$ cat src/rtl/ker_mem_loader.sv
// Kernel BRAM loader: one DRAM burst read, each 512-bit beat unpacked into KER_WIDTH-bit
// words written one per cycle. Optional running XOR checksum under KER_LOAD_CHECKSUM_EN.
module ker_mem_loader #(
  parameter int KER_NUM        = 3,
  parameter int KER_WIDTH      = 75,
  parameter int KER_ADDR_BITS  = 11,
  parameter int DRAM_DATA_BITS = 512,
  parameter int DRAM_ADDR_BITS = 29
) (
  input  logic                                i_clk,
  input  logic                                i_rst,
  input  logic                                i_start,
  input  logic [$clog2(KER_NUM)-1:0]          i_ker_sel,
  input  logic [KER_ADDR_BITS:0]              i_ker_height,
  input  logic [DRAM_ADDR_BITS-1:0]           i_dram_base,
  output logic                                o_busy,
  output logic                                o_done,
  output logic                                o_err,
  output logic                                o_dram_rd_req,
  output logic [DRAM_ADDR_BITS-1:0]           o_dram_rd_addr,
  output logic [KER_ADDR_BITS:0]              o_dram_rd_len,
  input  logic                                i_dram_rd_gnt,
  input  logic [DRAM_DATA_BITS-1:0]           i_dram_rd_data,
  input  logic                                i_dram_rd_valid,
  output logic                                o_dram_rd_ready,
  output logic [KER_NUM-1:0]                  o_ker_wr_en,
  output logic [KER_ADDR_BITS-1:0]            o_ker_wr_addr,
  output logic [KER_WIDTH-1:0]                o_ker_wr_data,
  output logic [KER_WIDTH-1:0]                o_ker_checksum
);
  localparam int WPB = DRAM_DATA_BITS / KER_WIDTH;
  localparam int HW  = KER_ADDR_BITS + 1;
  localparam int IW  = (WPB > 1) ? $clog2(WPB) : 1;
  localparam int CW  = $clog2(WPB + 1);
  localparam int BW  = WPB * KER_WIDTH;

  typedef enum logic [1:0] {S_IDLE, S_REQ, S_STREAM, S_FIN} state_t;

  state_t                       r_state;
  logic [$clog2(KER_NUM)-1:0]   r_sel;
  logic [HW-1:0]                r_height;
  logic [HW-1:0]                r_words_left;
  logic [BW-1:0]                r_buf;
  logic [IW-1:0]                r_idx;
  logic [CW-1:0]                r_cnt;
  logic [KER_ADDR_BITS-1:0]     r_addr;

  logic [KER_WIDTH-1:0]         w_word [WPB];
  logic                         w_wr;
  logic                         w_last_word;
  logic                         w_ready;
  logic                         w_acc;
  logic [CW-1:0]                w_load_n;
  logic [HW:0]                  w_len_full;
  logic [KER_NUM-1:0]           w_onehot;
  logic [KER_WIDTH-1:0]         w_wr_data;
  logic                         w_unused;

  for (genvar k = 0; k < WPB; k++) begin : g_word
    assign w_word[k] = r_buf[k*KER_WIDTH +: KER_WIDTH];
  end

  // r_cnt is the number of words still to be written from the buffered beat
  assign w_wr        = (r_state == S_STREAM) && (r_cnt != '0);
  assign w_last_word = w_wr && ({1'b0, r_addr} == r_height - HW'(1));
  assign w_ready     = (r_state == S_STREAM) && (r_words_left != '0) && (r_cnt <= CW'(1));
  assign w_acc       = w_ready && i_dram_rd_valid;
  assign w_load_n    = (r_words_left > HW'(WPB)) ? CW'(WPB) : CW'(r_words_left);
  assign w_len_full  = ({1'b0, i_ker_height} + (HW+1)'(WPB - 1)) / (HW+1)'(WPB);
  assign w_onehot    = KER_NUM'(1) << r_sel;
  assign w_wr_data   = w_word[r_idx];
  assign w_unused    = ^{i_dram_rd_data[DRAM_DATA_BITS-1:BW], w_len_full[HW]};

  assign o_dram_rd_ready = w_ready;
  assign o_ker_wr_en     = w_wr ? w_onehot  : '0;
  assign o_ker_wr_addr   = w_wr ? r_addr    : '0;
  assign o_ker_wr_data   = w_wr ? w_wr_data : '0;

  always_ff @(posedge i_clk or posedge i_rst) begin
    if (i_rst) begin
      r_state        <= S_IDLE;
      r_sel          <= '0;
      r_height       <= '0;
      r_words_left   <= '0;
      r_buf          <= '0;
      r_idx          <= '0;
      r_cnt          <= '0;
      r_addr         <= '0;
      o_busy         <= 1'b0;
      o_done         <= 1'b0;
      o_err          <= 1'b0;
      o_dram_rd_req  <= 1'b0;
      o_dram_rd_addr <= '0;
      o_dram_rd_len  <= '0;
    end else begin
      o_done <= 1'b0;
      o_err  <= 1'b0;
      case (r_state)
        S_IDLE: begin
          if (i_start) begin
            r_sel        <= i_ker_sel;
            r_height     <= i_ker_height;
            r_words_left <= i_ker_height;
            r_addr       <= '0;
            r_cnt        <= '0;
            r_idx        <= '0;
            o_busy       <= 1'b1;
            if (int'(i_ker_sel) >= KER_NUM) begin
              r_state <= S_FIN;
              o_done  <= 1'b1;
              o_err   <= 1'b1;
            end else if (i_ker_height == '0) begin
              r_state <= S_FIN;
              o_done  <= 1'b1;
            end else begin
              r_state        <= S_REQ;
              o_dram_rd_req  <= 1'b1;
              o_dram_rd_addr <= i_dram_base;
              o_dram_rd_len  <= w_len_full[HW-1:0];
            end
          end
        end
        S_REQ: begin
          if (i_dram_rd_gnt) begin
            r_state        <= S_STREAM;
            o_dram_rd_req  <= 1'b0;
            o_dram_rd_addr <= '0;
            o_dram_rd_len  <= '0;
          end
        end
        S_STREAM: begin
          if (w_wr) begin
            if (w_last_word) begin
              r_state <= S_FIN;
              o_done  <= 1'b1;
              r_addr  <= '0;
              r_cnt   <= '0;
            end else begin
              r_addr <= r_addr + KER_ADDR_BITS'(1);
              r_idx  <= r_idx + IW'(1);
              r_cnt  <= r_cnt - CW'(1);
            end
          end
          // a new beat lands only when the buffer is empty or draining its final word
          if (w_acc) begin
            r_buf        <= i_dram_rd_data[BW-1:0];
            r_idx        <= '0;
            r_cnt        <= w_load_n;
            r_words_left <= r_words_left - HW'(w_load_n);
          end
        end
        S_FIN: begin
          o_busy  <= 1'b0;
          r_state <= S_IDLE;
        end
        default: r_state <= S_IDLE;
      endcase
    end
  end

`ifdef KER_LOAD_CHECKSUM_EN
  logic [KER_WIDTH-1:0] r_csum;

  always_ff @(posedge i_clk or posedge i_rst) begin
    if (i_rst)                            r_csum <= '0;
    else if (r_state == S_IDLE && i_start) r_csum <= '0;
    else if (w_wr)                         r_csum <= r_csum ^ w_wr_data;
  end

  assign o_ker_checksum = r_csum;
`else
  assign o_ker_checksum = '0;
`endif

endmodule

$ cat config.mk
export PLATFORM = sky130hd
export DESIGN_NAME = ker_mem_loader
export DESIGN_NICKNAME = d
export VERILOG_FILES = /design/src/rtl/ker_mem_loader.sv
export SDC_FILE = /design/constraint.sdc
export NUM_CORES = 2
export LEC_CHECK = 0
export CAP_MARGIN = 25
export CORE_AREA = 2 2 303 305
export CTS_CLUSTER_SIZE = 16
export DETAILED_ROUTE_END_ITERATION = 6
export DIE_AREA = 0 0 305 307
export DONT_BUFFER_PORTS = 1
export GPL_TIMING_DRIVEN = 0
export SLEW_MARGIN = 20
export SYNTH_ARGS = -nofsm -noshare
export SYNTH_HDL_FRONTEND = slang
export SYNTH_SLANG_ARGS = --single-unit
$ cat constraint.sdc
create_clock -name i_clk -period 33 [get_ports i_clk]
set_clock_uncertainty 0.2 [all_clocks]
set_input_delay 6.6 -clock i_clk [delete_from_list [all_inputs] [get_ports i_clk]]
set_output_delay 6.6 -clock i_clk [all_outputs]
set_load 0.01 [all_outputs]
==> impl_results.md <==
- Status: finished clean
- Peak VDD IR: a little over 0.06 mV
- Synth area leaders: dfrtp_1, nand2_1, mux4_2, mux2_2, clkbuf_1
- Num rows: about 110
- Share of layout cells above drive strength 1: 0.125
- Number of DRC markers in iteration 0: ~1,700
- Number of fill cells: 9,435
- Origin of the critical flop-to-flop path: r_state[0]
- Post-DP HPWL: between 80 and 90 mm
- # IOs: 770
- Antenna violations before repair: 29
- PortBufs: 0
- Crit path buffers/inverters: 5
- Register area share after synthesis: 0.505
- Vias/cell: roughly 5.0
- Largest area contributor in the netlist: dfrtp_1
- Switching Share: 0.383
- R2R depth: 13
- Area fraction of the dominant cell type after synthesis: 0.505
- CP endpoint: o_ker_wr_data[68]
- CP Launch Type: register
- Max Slew Vio Count: 0
- Max-Cap Viols: 0
- Final hold vios: 0
- RePlAce Congestion: around 0.9
- Cell Chain, Critical Path: clkbuf_1 -> buf_2 -> clkbuf_1 -> nor2_1 -> clkbuf_2 -> clkbuf_1 -> a22oi_1 -> nor2_1
- Post-synth EDFFs: 0
- Worst-case clock buffer depth: 3
- Switching power: about 1.2 mW
- TNS Setup: 0 ps
- Setup bufs post-CTS: 0
- Routed vias: ~22,000
- CTS Buf Count: between 60 and 70
- Final setup fails: 0
- Most used cell, CP: clkbuf_1
- Worst path slowest cell: clkbuf_1
- Detail Route Antenna Nets: 0
- Clock sinks: around 540
- Max incr delay on CP: roughly 780 ps
- Wire per inst: roughly 24 microns
- Adder-Cell Fraction of Synth Area: 0.00684
- Register-to-Register Setup Slack: 28,950 ps
- DR DRC count: 0
- Clock power frac: 0.255
- Core area: 90,700 sq um
- Leakage: 15.0 nW
- Largest family of logic cells by synthesized area: simple AND/OR/NAND/NOR gates
- Yosys warns: 0
- Worst hold slack: between 200 and 300 ps
- Pin count of the biggest net entering global routing: a little under 100
- H-tree levels: 3
- Worst r2r dst: r_buf[231]
- Reg power frac: 0.384
- Clk root buf: clkbuf_16
- CP top delay family: buffers and inverters
- Synthesized instance count: between 3,000 and 4,000
- Tmin final: around 11,000 ps
- Net count reported at finish: 3,762
- Post-synthesis cell area: ~27,000 sq um
- Crit. End Element: primary output
- DIE AREA: around 94,000 sq um
- Worst EP required: roughly 26,000 ps
- Register bit count reported by yosys: about 540
- Hold Crit Class: reg -> reg
- Post-synthesis compound-gate area fraction: 0.0739
- Drt total wl: approximately 100 mm
- Count leader, synth: nand2_1
- Unrepaired setup endpoints after global routing: no
- Cell Area, Placed: roughly 29,000 sq um
- Synth Area in Simple Gates: 0.249
- Worst Path Max Fanout: 10
- Critical path launch point: r_idx[1]
- Synth unique cells: 81
- Worst-skew pair later-pin latency: between 600 and 700 ps
- Iteration count of the initial detailed-routing pass: 7
- Prevailing post-synth register cell: dfrtp_1
- Relative slew slack: 0.254
- Part of the power in combinational logic: 0.361
- Post-synthesis mux area share: 0.101
- DIE WIDTH: slightly above 300 microns
- Final worst-path cycle share: 0.342
- Int Pwr: 1.86 mW
- Final Instance Area: about 31,000 sq um
- Tot GR Track Use: 0.219
- Synth cell count leaders: nand2_1, dfrtp_1, clkbuf_1, nor2_1, mux2_2
- Synthesis-to-finish area growth: 16.7%
- Number of global-route vias before repair: ~22,000
- Max Fclk: ~0.089 GHz
- Worst Path Arrival: between 4000 and 5000 ps
- Mapped Avg Cell Area: ~8.8 sq um
- WP depth: 8
- First-pass GRT wire length: roughly 150 mm
- CTS tree: done
- Cts repair resizes: 0
- Asr flop ratio synth: 1.00
- CTS Hold Buffers Added: 0
- XOR/XNOR Fraction of Synth Area: 0.0112
- Worst-margin pin slew: approximately 1100 ps
- Initial Util: 0.294
- Die Y: just over 300 microns
- GRT overflow: 0
- Setup CP Type: reg -> out
- PwrDens: between 90 and 100 nW/um^2
- Clock transition at the registers of the reported paths: 50 ps
## state kept, by name (all words and copies together), names as in the netlist
register / flops
o_busy: 1
o_done: 1
o_dram_rd_addr: 29
o_dram_rd_len: 11
o_dram_rd_req: 1
o_err: 1
r_addr: 11
r_buf: 450
r_cnt: 3
r_height: 12
r_idx: 3
r_sel: 2
r_state: 2
r_words_left: 12
## tightest hold or removal path, delay by kind of cell (launching register included)
family / cells / cell delay (ps)
flops: 1 / 330
simple gates: 2 / 100
## cell families after synthesis
group,Yosys count
AND/OR/NAND/NOR,1700
flip-flops,539
buffers and inverters,290
AO/OA/AOI/OAI,285
multiplexers,165
XOR/XNOR,34
adder cells (fa/ha/maj),15
other,2
## power groups by stage
stage | Clock [mW] | Combinational (mW) | Sequential (mW)
after global placement | 0 | 1.06 | 1.16
after detailed placement | 0 | 1.09 | 1.16
final | 0.769 | 1.09 | 1.16
after global routing | 0.809 | 1.22 | 1.19
after floorplan | 0 | 0.781 | 1.09
after CTS | 0.784 | 1.10 | 1.15
## metal layers
metal / vias to the layer above / routed length, microns / track usage / share of wire
li1: 10100 / - / - / -
met1: 10700 / 41800 / 0.269 / 0.40
met2: 1027 / 48300 / 0.349 / 0.46
met3: 217 / 10600 / 0.0816 / 0.10
met4: 14 / 4100 / 0.0880 / 0.039
met5: - / 92 / 0 / 0.00088
## metrics by stage
stage / power, mW / instances / util / setup WS [ps]
CTS: 3.04 / 4423 / 0.343 / 21470
detailed placement: 2.26 / 4304 / 0.318 / 22160
floorplan: 1.87 / 3105 / - / 11130
global placement: 2.22 / 4291 / 0.314 / 4250
finish: 3.01 / 4438 / 0.344 / 21710
global route: 3.22 / 4435 / 0.344 / 21350
## worst min-delay path by stage
| stage | startpoint | slack (ps) | end | depth (start not counted) |
|---|---|---|---|---|
| 6_report | r_buf[278] | 270 | r_buf[278] | 2 |
| 5_1_grt | r_buf[438] | 290 | r_buf[438] | 2 |
| 4_1_cts | r_buf[351] | 270 | r_buf[351] | 2 |
| 3_5_place_dp | r_buf[40] | 260 | r_buf[40] | 2 |
| 3_3_place_gp | r_buf[113] | 250 | r_buf[113] | 2 |
| 2_1_floorplan | r_buf[375] | 240 | r_buf[375] | 2 |
## placed cells by master, fill, tap and decap left out, types with 18 or more instances in the layout
master / Yosys / layout
nor2_1: 107 / 107
dfrtp_1: 539 / 539
clkbuf_1: 165 / 163
xnor2_1: 24 / 24
clkbuf_16: 0 / 70
mux2_2: 83 / 83
a22oi_1: 78 / 78
and2_1: 18 / 18
conb_1: 2 / 77
nand2_1: 1474 / 1474
buf_4: 80 / 80
inv_1: 23 / 22
nand3_1: 31 / 31
a21oi_1: 34 / 34
mux4_2: 75 / 75
o21ai_0: 80 / 80
## layout make-up
type                            instances  area [sq um]  area share
Antenna cell                           13          32.5     0.00104
Buffer                                267          1340      0.0429
Clock buffer                           97          2010      0.0646
Clock inverter                         22           284     0.00911
Inverter                               23          93.8     0.00301
Multi-Input combinational cell       2276         12100       0.388
Sequential cell                       539         13500       0.433
Tap cell                             1186          1480      0.0476
Timing Repair Buffer                   15           344      0.0110
Power figures use the tool's default switching activity.
